**config.mk**
```make
export PLATFORM = sky130hd
export DESIGN_NAME = colour_sequencer
export DESIGN_NICKNAME = d
export VERILOG_FILES = /design/src/rtl/colour_pkg.sv /design/src/rtl/colour_decode.sv /design/src/rtl/colour_sequencer.sv
export SDC_FILE = /design/constraint.sdc
export NUM_CORES = 1
export LEC_CHECK = 0
export BUFFER_PORTS_ARGS = -buffer_cell sky130_fd_sc_hd__buf_2
export CORE_ASPECT_RATIO = 0.5
export CORE_MARGIN = 2
export CORE_UTILIZATION = 45
export DETAILED_ROUTE_END_ITERATION = 10
export PLACE_DENSITY = 0.82
export SLEW_MARGIN = 20
export SYNTH_ARGS = -nofsm -noshare
export SYNTH_HDL_FRONTEND = slang
export SYNTH_SLANG_ARGS = --single-unit
```
**constraint.sdc**
```tcl
create_clock -name flash_clk -period 3.41 [get_ports flash_clk]
set_input_delay 0.341 -clock flash_clk [delete_from_list [all_inputs] [get_ports flash_clk]]
set_output_delay 0.341 -clock flash_clk [all_outputs]
set_load 0.05 [all_outputs]
```
**src/rtl/colour_pkg.sv**
```systemverilog
// colour_pkg: definitions shared by the colour sequencer, its decoder and any checker
// that has to interpret colour codes.
//   NUM_COLOURS_DEFAULT - default number of colours/LEDs
//   calc_cw()           - colour code width for a given colour count
//   seq_state_e         - playback FSM states
//   BLANK               - a colour code that always decodes to "no LED"
package colour_pkg;

  localparam int unsigned NUM_COLOURS_DEFAULT = 4;

  // One bit wider than strictly needed so that out-of-range (blank) codes can be encoded.
  function automatic int unsigned calc_cw(input int unsigned num_colours);
    return $clog2(num_colours) + 1;
  endfunction

  localparam int unsigned CW_DEFAULT = calc_cw(NUM_COLOURS_DEFAULT);

  typedef enum logic [1:0] {
    IDLE = 2'd0,
    ON   = 2'd1,
    OFF  = 2'd2,
    DONE = 2'd3
  } seq_state_e;

  // All-ones of width calc_cw(n) is at least 2n-1, so it is out of range for any n.
  localparam logic [CW_DEFAULT-1:0] BLANK = '1;

endpackage

```
**src/rtl/colour_decode.sv**
```systemverilog
// colour_decode: colour code to one-hot LED vector.
//   i_code   - CW-bit colour code
//   o_onehot - NUM_COLOURS-bit one-hot; all zeros when i_code >= NUM_COLOURS
module colour_decode
  import colour_pkg::*;
#(
  parameter int unsigned NUM_COLOURS = NUM_COLOURS_DEFAULT,
  parameter int unsigned CW          = calc_cw(NUM_COLOURS)
) (
  input  logic [CW-1:0]          i_code,
  output logic [NUM_COLOURS-1:0] o_onehot
);

  // Per-bit equality keeps out-of-range codes at zero without a wide index select.
  always_comb begin
    o_onehot = '0;
    for (int unsigned i = 0; i < NUM_COLOURS; i++) begin
      o_onehot[i] = (i_code == CW'(i));
    end
  end

endmodule

```
**src/rtl/colour_sequencer.sv**
```systemverilog
// colour_sequencer: plays the first round_len entries of a colour sequence as timed
// on/off flashes on a one-hot display bus, with the player's buttons overlaid.
//   flash_clk    - clock
//   reset        - synchronous active-high reset
//   start        - begin playback (only honoured in IDLE)
//   abort        - stop playback at once, no done pulse
//   round_len    - number of entries to play (clamped to SEQ_DEPTH)
//   segment      - colour codes, entry 0 plays first; sampled at each ON entry
//   input_en     - enables the player overlay
//   player_input - live player buttons
//   disp_o       - display bus: flash | gated player input, zero while reset is high
//   busy         - high in ON and OFF
//   done         - one-cycle pulse after the final OFF phase
//   step_o       - index of the entry being played; holds after playback
module colour_sequencer
  import colour_pkg::*;
#(
  parameter int unsigned NUM_COLOURS = NUM_COLOURS_DEFAULT,
  parameter int unsigned SEQ_DEPTH   = 32,
  parameter int unsigned ON_TICKS    = 4,
  parameter int unsigned OFF_TICKS   = 2,
  localparam int unsigned CW         = calc_cw(NUM_COLOURS),
  localparam int unsigned IW         = $clog2(SEQ_DEPTH),
  localparam int unsigned RW         = IW + 1
) (
  input  logic                         flash_clk,
  input  logic                         reset,
  input  logic                         start,
  input  logic                         abort,
  input  logic [RW-1:0]                round_len,
  input  logic [SEQ_DEPTH-1:0][CW-1:0] segment,
  input  logic                         input_en,
  input  logic [NUM_COLOURS-1:0]       player_input,
  output logic [NUM_COLOURS-1:0]       disp_o,
  output logic                         busy,
  output logic                         done,
  output logic [IW-1:0]                step_o
);

  localparam int unsigned MAXT = (ON_TICKS > OFF_TICKS) ? ON_TICKS : OFF_TICKS;
  localparam int unsigned TW   = (MAXT > 1) ? $clog2(MAXT) : 1;
  localparam logic [TW-1:0] ON_LAST  = TW'(ON_TICKS - 1);
  localparam logic [TW-1:0] OFF_LAST = TW'(OFF_TICKS - 1);

  seq_state_e             r_state, w_state_nxt;
  logic [NUM_COLOURS-1:0] r_flash, w_flash_nxt;
  logic [TW-1:0]          r_tick, w_tick_nxt;
  logic [IW-1:0]          r_idx, w_idx_nxt;
  logic [IW-1:0]          r_last, w_last_nxt;  // len-1, so the final-step compare fits IW bits

  logic [IW-1:0]          w_code_idx;
  logic [NUM_COLOURS-1:0] w_dec;

  // Only two places load a colour: start (entry 0) and OFF->ON (next entry).
  assign w_code_idx = (r_state == OFF) ? r_idx + 1'b1 : '0;

  colour_decode #(
    .NUM_COLOURS (NUM_COLOURS),
    .CW          (CW)
  ) u_decode (
    .i_code   (segment[w_code_idx]),
    .o_onehot (w_dec)
  );

  always_comb begin
    w_state_nxt = r_state;
    w_flash_nxt = r_flash;
    w_tick_nxt  = r_tick;
    w_idx_nxt   = r_idx;
    w_last_nxt  = r_last;
    if (abort) begin
      w_state_nxt = IDLE;
      w_flash_nxt = '0;
      w_tick_nxt  = '0;
    end else begin
      unique case (r_state)
        IDLE: begin
          if (start) begin
            if (round_len == '0) begin
              w_state_nxt = DONE;
            end else begin
              w_last_nxt  = (round_len > RW'(SEQ_DEPTH)) ? IW'(SEQ_DEPTH - 1)
                                                         : IW'(round_len - 1'b1);
              w_idx_nxt   = '0;
              w_tick_nxt  = '0;
              w_flash_nxt = w_dec;
              w_state_nxt = ON;
            end
          end
        end
        ON: begin
          if (r_tick == ON_LAST) begin
            w_flash_nxt = '0;
            w_tick_nxt  = '0;
            w_state_nxt = OFF;
          end else begin
            w_tick_nxt = r_tick + 1'b1;
          end
        end
        OFF: begin
          if (r_tick == OFF_LAST) begin
            w_tick_nxt = '0;
            if (r_idx == r_last) begin
              w_state_nxt = DONE;
            end else begin
              w_idx_nxt   = r_idx + 1'b1;
              w_flash_nxt = w_dec;
              w_state_nxt = ON;
            end
          end else begin
            w_tick_nxt = r_tick + 1'b1;
          end
        end
        DONE: begin
          w_state_nxt = IDLE;
        end
        default: begin
          w_state_nxt = IDLE;
        end
      endcase
    end
  end

  always_ff @(posedge flash_clk) begin
    if (reset) begin
      r_state <= IDLE;
      r_flash <= '0;
      r_tick  <= '0;
      r_idx   <= '0;
      r_last  <= '0;
    end else begin
      r_state <= w_state_nxt;
      r_flash <= w_flash_nxt;
      r_tick  <= w_tick_nxt;
      r_idx   <= w_idx_nxt;
      r_last  <= w_last_nxt;
    end
  end

  assign disp_o = reset ? '0 : (r_flash | (player_input & {NUM_COLOURS{input_en}}));
  assign busy   = (r_state == ON) || (r_state == OFF);
  assign done   = (r_state == DONE);
  assign step_o = r_idx;

endmodule

```
Yosys cells after proc, flatten, opt, wreduce, memory -nomap -nowiden
Cells that the tools add are included.
- register bits after elaboration: 18
- bits of input ports: 111
- output and inout port bits: 11
- word-level logic and storage cells: 67
- $add $sub $neg: 3
- order comparisons: 2
- equality and inequality tests: 14
- multiplexer cells: 27
- bitwise logic cells: 4
- reductions and logical operators: 12
- operators with widths (operator ; number):
    5-bit two-way mux ; 6
    4-bit two-way mux ; 6
    2-bit two-way mux ; 9
    3-bit binary-select mux with 5-bit select ; 1
    4-bit one-hot mux with 3 select lines ; 1
    6-bit AND reduction ; 2
    5-bit one-hot mux with 2 select lines ; 1
    2-bit inequality test (second input constant) ; 4
    2-bit one-hot mux with 4 select lines ; 1
    2-bit == test (second input constant) ; 3
    3-bit by 2-bit == test with 1-bit output (second input constant) ; 2
    6-bit greater-than comparator (second input constant) ; 1
    6-bit zero test ; 1
    5-bit by 6-bit < comparator with 1-bit output (second input constant) ; 1
    2-bit one-hot mux with 3 select lines ; 1
    3-bit AND reduction ; 2
    5-bit by 1-bit adder with 5-bit output (second input constant) ; 1
    5-bit == test ; 1
    5-bit by 1-bit subtractor with 5-bit output (second input constant) ; 1
    4-bit bitwise AND ; 1
    2-bit by 1-bit == test with 1-bit output (second input constant) ; 2
    4-bit OR ; 1
    4-bit AND reduction ; 1
    3-bit by 1-bit == test with 1-bit output (second input constant) ; 1
    other kinds (10) ; 11

Depth between registers and ports, before layout
- depth in word-level cells: 8
- gate-level depth with buffers: 11
- depth with buffers taken out: 9

Hierarchy
From an unflattened synthesis, not the netlist that was laid out.
- cell total of the unflattened synthesis: 311
- area total of the unflattened synthesis: 2323.5 um^2
- modules (own cells, without submodules) (module ; instances ; cells each ; area each (um^2) ; seq. area each (um^2)):
    colour_sequencer ; 1 ; 307 ; 2293.4 ; 360.3
    colour_decode ; 1 ; 4 ; 30.0 ; 0.0

Least setup slack after synthesis
Ideal clock, no wire load.
- path type: flip-flop to flip-flop
- start point: reg r_idx[1], in the netlist step_o[1]
- end point: reg r_flash[2]
- setup time: 59 ps
- arrival time: 2691 ps
- required time: 3351 ps
- path slack: 660 ps
- cell stages (with the launch flop): 9
- path buffers: 0
- clock period less this slack: 2750 ps
- cells stage by stage: dfxtp_1 ha_1 xor2_2 mux4_2 and3_1 a311o_1 o22a_1 a211oi_2 a22o_1
- word-level cells in the longest chain between the ends: 8
- elaborated cells between the ends (all ways): 13
- classes of those cells: 1 x add/sub; 3 x eq/ne; 8 x mux; 1 x reduce/logical
- ends and longest elaborated chain (what ; line ; RTL):
    start: declaration ; colour_sequencer.sv:48 ; logic [IW-1:0] r_idx, w_idx_nxt;
    start signal: assignment ; colour_sequencer.sv:135 ; r_idx <= w_idx_nxt;
    5-bit by 1-bit adder with 5-bit output ; colour_sequencer.sv:55 ; assign w_code_idx = (r_state == OFF) ? r_idx + 1'b1 : '0;
    5-bit two-way mux ; colour_sequencer.sv:55 ;
    3-bit binary-select mux with 5-bit select ; colour_sequencer.sv:61 ; .i_code (segment[w_code_idx]),
    3-bit two-way mux (implied by the code) ; colour_sequencer.sv:61 ;
    3-bit by 2-bit == test with 1-bit output ; colour_decode.sv:18 ; o_onehot[i] = (i_code == CW'(i));
    4-bit two-way mux (on tied branches) ; colour_sequencer.sv:103, colour_sequencer.sv:79 ;
    4-bit two-way mux (on tied branches) ; colour_sequencer.sv:101, colour_sequencer.sv:78 ;
    4-bit one-hot mux with 3 select lines ; colour_sequencer.sv:76 ; unique case (r_state)
    end signal: assignment ; colour_sequencer.sv:133 ; r_flash <= w_flash_nxt;
    end: declaration ; colour_sequencer.sv:46 ; logic [NUM_COLOURS-1:0] r_flash, w_flash_nxt;
Parallel ways exist; a longest one is shown, timed or not. The select of a mux whose other input is x is not followed.
A chain may end at the register's enable or synchronous reset.

Final worst setup path
- start point: reg r_state[0]
- end point: reg r_flash[0]
- word-level cells in the longest chain between the ends: 8
- elaborated cells between the ends (all ways): 19
- classes of those cells: 7 x eq/ne; 8 x mux; 4 x reduce/logical
- ends and longest elaborated chain (what ; line ; RTL):
    start: declaration ; colour_sequencer.sv:45 ; seq_state_e r_state, w_state_nxt;
    start signal: assignment ; colour_sequencer.sv:132 ; r_state <= w_state_nxt;
    2-bit == test ; colour_sequencer.sv:55, colour_sequencer.sv:76 ;
    5-bit two-way mux ; colour_sequencer.sv:55 ;
    3-bit binary-select mux with 5-bit select ; colour_sequencer.sv:61 ;
    3-bit two-way mux (implied by the code) ; colour_sequencer.sv:61 ;
    3-bit zero test ; colour_decode.sv:18 ;
    4-bit two-way mux (on tied branches) ; colour_sequencer.sv:103, colour_sequencer.sv:79 ;
    4-bit two-way mux (on tied branches) ; colour_sequencer.sv:101, colour_sequencer.sv:78 ;
    4-bit one-hot mux with 3 select lines ; colour_sequencer.sv:76 ;
Parallel ways exist; a longest one is shown, timed or not. The select of a mux whose other input is x is not followed.

==> impl_results.md <==
* Top FF cell, synth: dfxtp_1
* Die H at 52.2 um
* Detail Route Antenna Nets at 0
* Routed vias/inst at 5.84
* Largest family of logic cells by synthesized area: compound AO/OA/AOI/OAI gates
* Post-synth EDFFs at 0
* RSZ-0062 raised after global routing: false
* Global route overflow at 0
* XOR/XNOR Fraction of Synth Area at 4.13%
* Slew Limit Fails at 0
* Pwr dens at 203 mW/mm^2
* CTS root buf: clkbuf_8
* Pre-CTS setup slack at 0.594 ns
* FF/Latch Area at 360 um^2
* Largest net degree at the start of global routing at 24
* Syn Area/Cell at 8.26 um^2
* Number of CTS-inserted buffers at 3
* IO buf count at 121
* DR vias at 2459
* Max-Cap Viols at 0
* Max VDD drop at 0.156 mV
* Proportion of synthesized chip area in sequential cells at 17.2%
* Die ar. at 0.00524 mm^2
* Routed WL per cell at 15.9 um
* Crit path kind: reg -> reg
* Measured slew at the worst slew-check pin at 0.689 ns
* Final setup vio count at 0
* Min-delay worst type: in -> reg
* Synthesized area at 0.00209 mm^2
* Post-CTS Setup Bufs at 0
* GP Congestion at 0.929
* Outcome: complete, no violations
* Synth area leaders: dfxtp_1 (17%), mux4_2 (8.6%), nor2_1 (5.6%)
* Cells after Synth at 253
* Unique masters post-synth at 65
* Clk sink count at 18
* Cell taking the most area after synthesis: dfxtp_1
* Multiplexer share of the synthesized area at 18.0%
* Final Skew at 0.000806 ns
* R2R Path Start: r_state[0]
* Synth top area share at 17.2%
* Starting Density at 47.2%
* Setup ws final at 0.535 ns
* Standard-cell rows at 17
* Vias in the first global route at 2383
* Fin crit period at 2.88 ns
* CP Launch Type: flop
* Nets at 485
* 1st-iter DRT viols at 155
* Diodes inserted at 0
* First-pass GRT wire length at 10.6 mm
* Period Utilization, post-route at 84.3%
* CP Data Arrival Time at 3.06 ns
* Layout cells sized above 1 at 42.0%
* Post-synthesis async set-or-reset flop share at 0%
* CP required at 3.59 ns
* Leak pwr at 1.20 nW
* Ports at 122
* Min-delay src: reset
* # DRC at 0
* Global Route Usage Sum at 25.1%
* Syn. warnings at 0
* Post-Synth Adder-Cell Area at 5.39%
* Post_cts resized at 0
* Chip Width at 100 um
* Crit path capture type: flop
* Post-synthesis compound-gate area fraction at 29.8%
* Worst setup startpoint: r_state[0]
* Final Hold Viols at 0
* Initial antenna violation count at 0
* Worst-Skew Late Latency at 0.25 ns
* Post-DP HPWL at 5.32 mm
* Synth Area in Simple Gates at 18.6%
* Max-slew headroom at 52.7%
* Syn Nets at 373
* Hold-fix buffers, CTS at 0
* Max clock buf depth at 2
* Synthesized flop and latch total at 18
* Fillers at 415
* 1st-pass router iterations at 4
* Setup TNS at 0 ns
* CTS H-tree lvls at 1
* CTS tree: done
* Multi-input gate area at 0.00159 mm^2
* Crit-path max FO at 21
* Fmax at 348 MHz
* CTS clock-pin slew for the worst setup and hold paths at 0.07 ns
* Synth-to-layout area growth at 31.6%
* Core box area at 0.00442 mm^2
* WL final at 6.69 mm
-- final cells by class --
class | count | area share (%)
multi-input combinational | 205 | 57.7
timing repair buffer | 124 | 22.8
sequential | 18 | 13.1
tap | 57 | 2.59
clock buffer | 4 | 2.00
inverter | 13 | 1.78
-- flip-flops by register name, summed over array words and instances (netlist names) --
name,count
r_flash,4
r_last,5
r_state,2
r_tick,2
step_o,5
-- where the power goes --
group | switching [mW] | leakage, nW | internal (mW)
clock | 0.0706 | 0.0288 | 0.103
combinational | 0.0766 | 1.02 | 0.0857
sequential | 0.00504 | 0.146 | 0.216
total | 0.152 | 1.20 | 0.405
-- final timing paths --
kind                                   end  slack (ns)  cells after the start
worst max register to register  r_flash[0]        0.53                      9
worst min register to register  r_flash[0]        0.47                      1
worst min-delay path             r_last[4]        0.42                      2
worst max-delay path            r_flash[0]        0.53                      9
-- critical path: stages, from the launching register on --
cell       delay, ns
dfxtp_1         0.39
inv_1           0.09
ha_1            0.39
nand2b_4        0.32
mux4_2          0.53
and3_1          0.20
a311o_1         0.34
o22ai_1         0.19
nand4_1         0.18
o2bb2ai_1       0.18
-- layout by cell type (no fill, tap or decap), types with 6 or more instances in the layout --
cell type	instances
mux2i_1	11
o21ai_0	11
buf_2	121
a21oi_1	14
nor3_1	6
inv_1	13
dfxtp_1	18
nand2_1	9
o22ai_1	18
ha_1	9
nor2_1	31
o221ai_1	8
mux4_2	8
-- synthesized netlist by cell type (2+ instances only) --
cell        n
mux2_2      5
buf_2       7
buf_4       2
mux2_4      2
mux4_2      8
inv_1      13
o2bb2ai_1   2
a2111oi_0   3
o21ai_0    11
buf_6       2
xnor2_1     4
a21oi_1    14
clkbuf_1    6
nor2_1     31
nor3_1      6
a311o_1     2
a221oi_1    3
nand2_1     9
nand2b_1    5
o221ai_1    8
o22ai_1    18
a211oi_1    3
and2_1      4
a22o_1      2
dfxtp_1    18
ha_1        9
mux2i_1    11
nand3_1     2
nand3b_1    2
xor2_1      4
a31oi_1     2
nand4_1     2
-- per-layer routing --
metal	GRT usage (%)	wire length, um
met5	0	0
met4	6.16	37
met3	2.53	499
met2	45.2	3240
met1	32.8	2920
-- metrics by stage --
| stage | total power, mW | utilization (%) | cells | instance area (um^2) | hold WS, ns |
|---|---|---|---|---|---|
| 2_1_floorplan | 0.304 | - | 253 | 2090 | 0.413 |
| 3_3_place_gp | 0.383 | 60.9 | 417 | 2690 | 0.458 |
| 3_5_place_dp | 0.386 | 60.9 | 417 | 2690 | 0.456 |
| 4_1_cts | 0.556 | 62.1 | 421 | 2750 | 0.428 |
| 5_1_grt | 0.580 | 62.1 | 421 | 2750 | 0.449 |
| 6_report | 0.557 | 62.1 | 421 | 2750 | 0.423 |
-- cells by family after synthesis --
group,count (synthesis)
AOI/OAI and AO/OA,87
muxes,26
and+or+nand+nor,74
adders and majority gates,9
buffers and inverters,30
xor gates and xnor gates,9
DFF,18
Note: power is estimated with default switching activity, not from simulation.
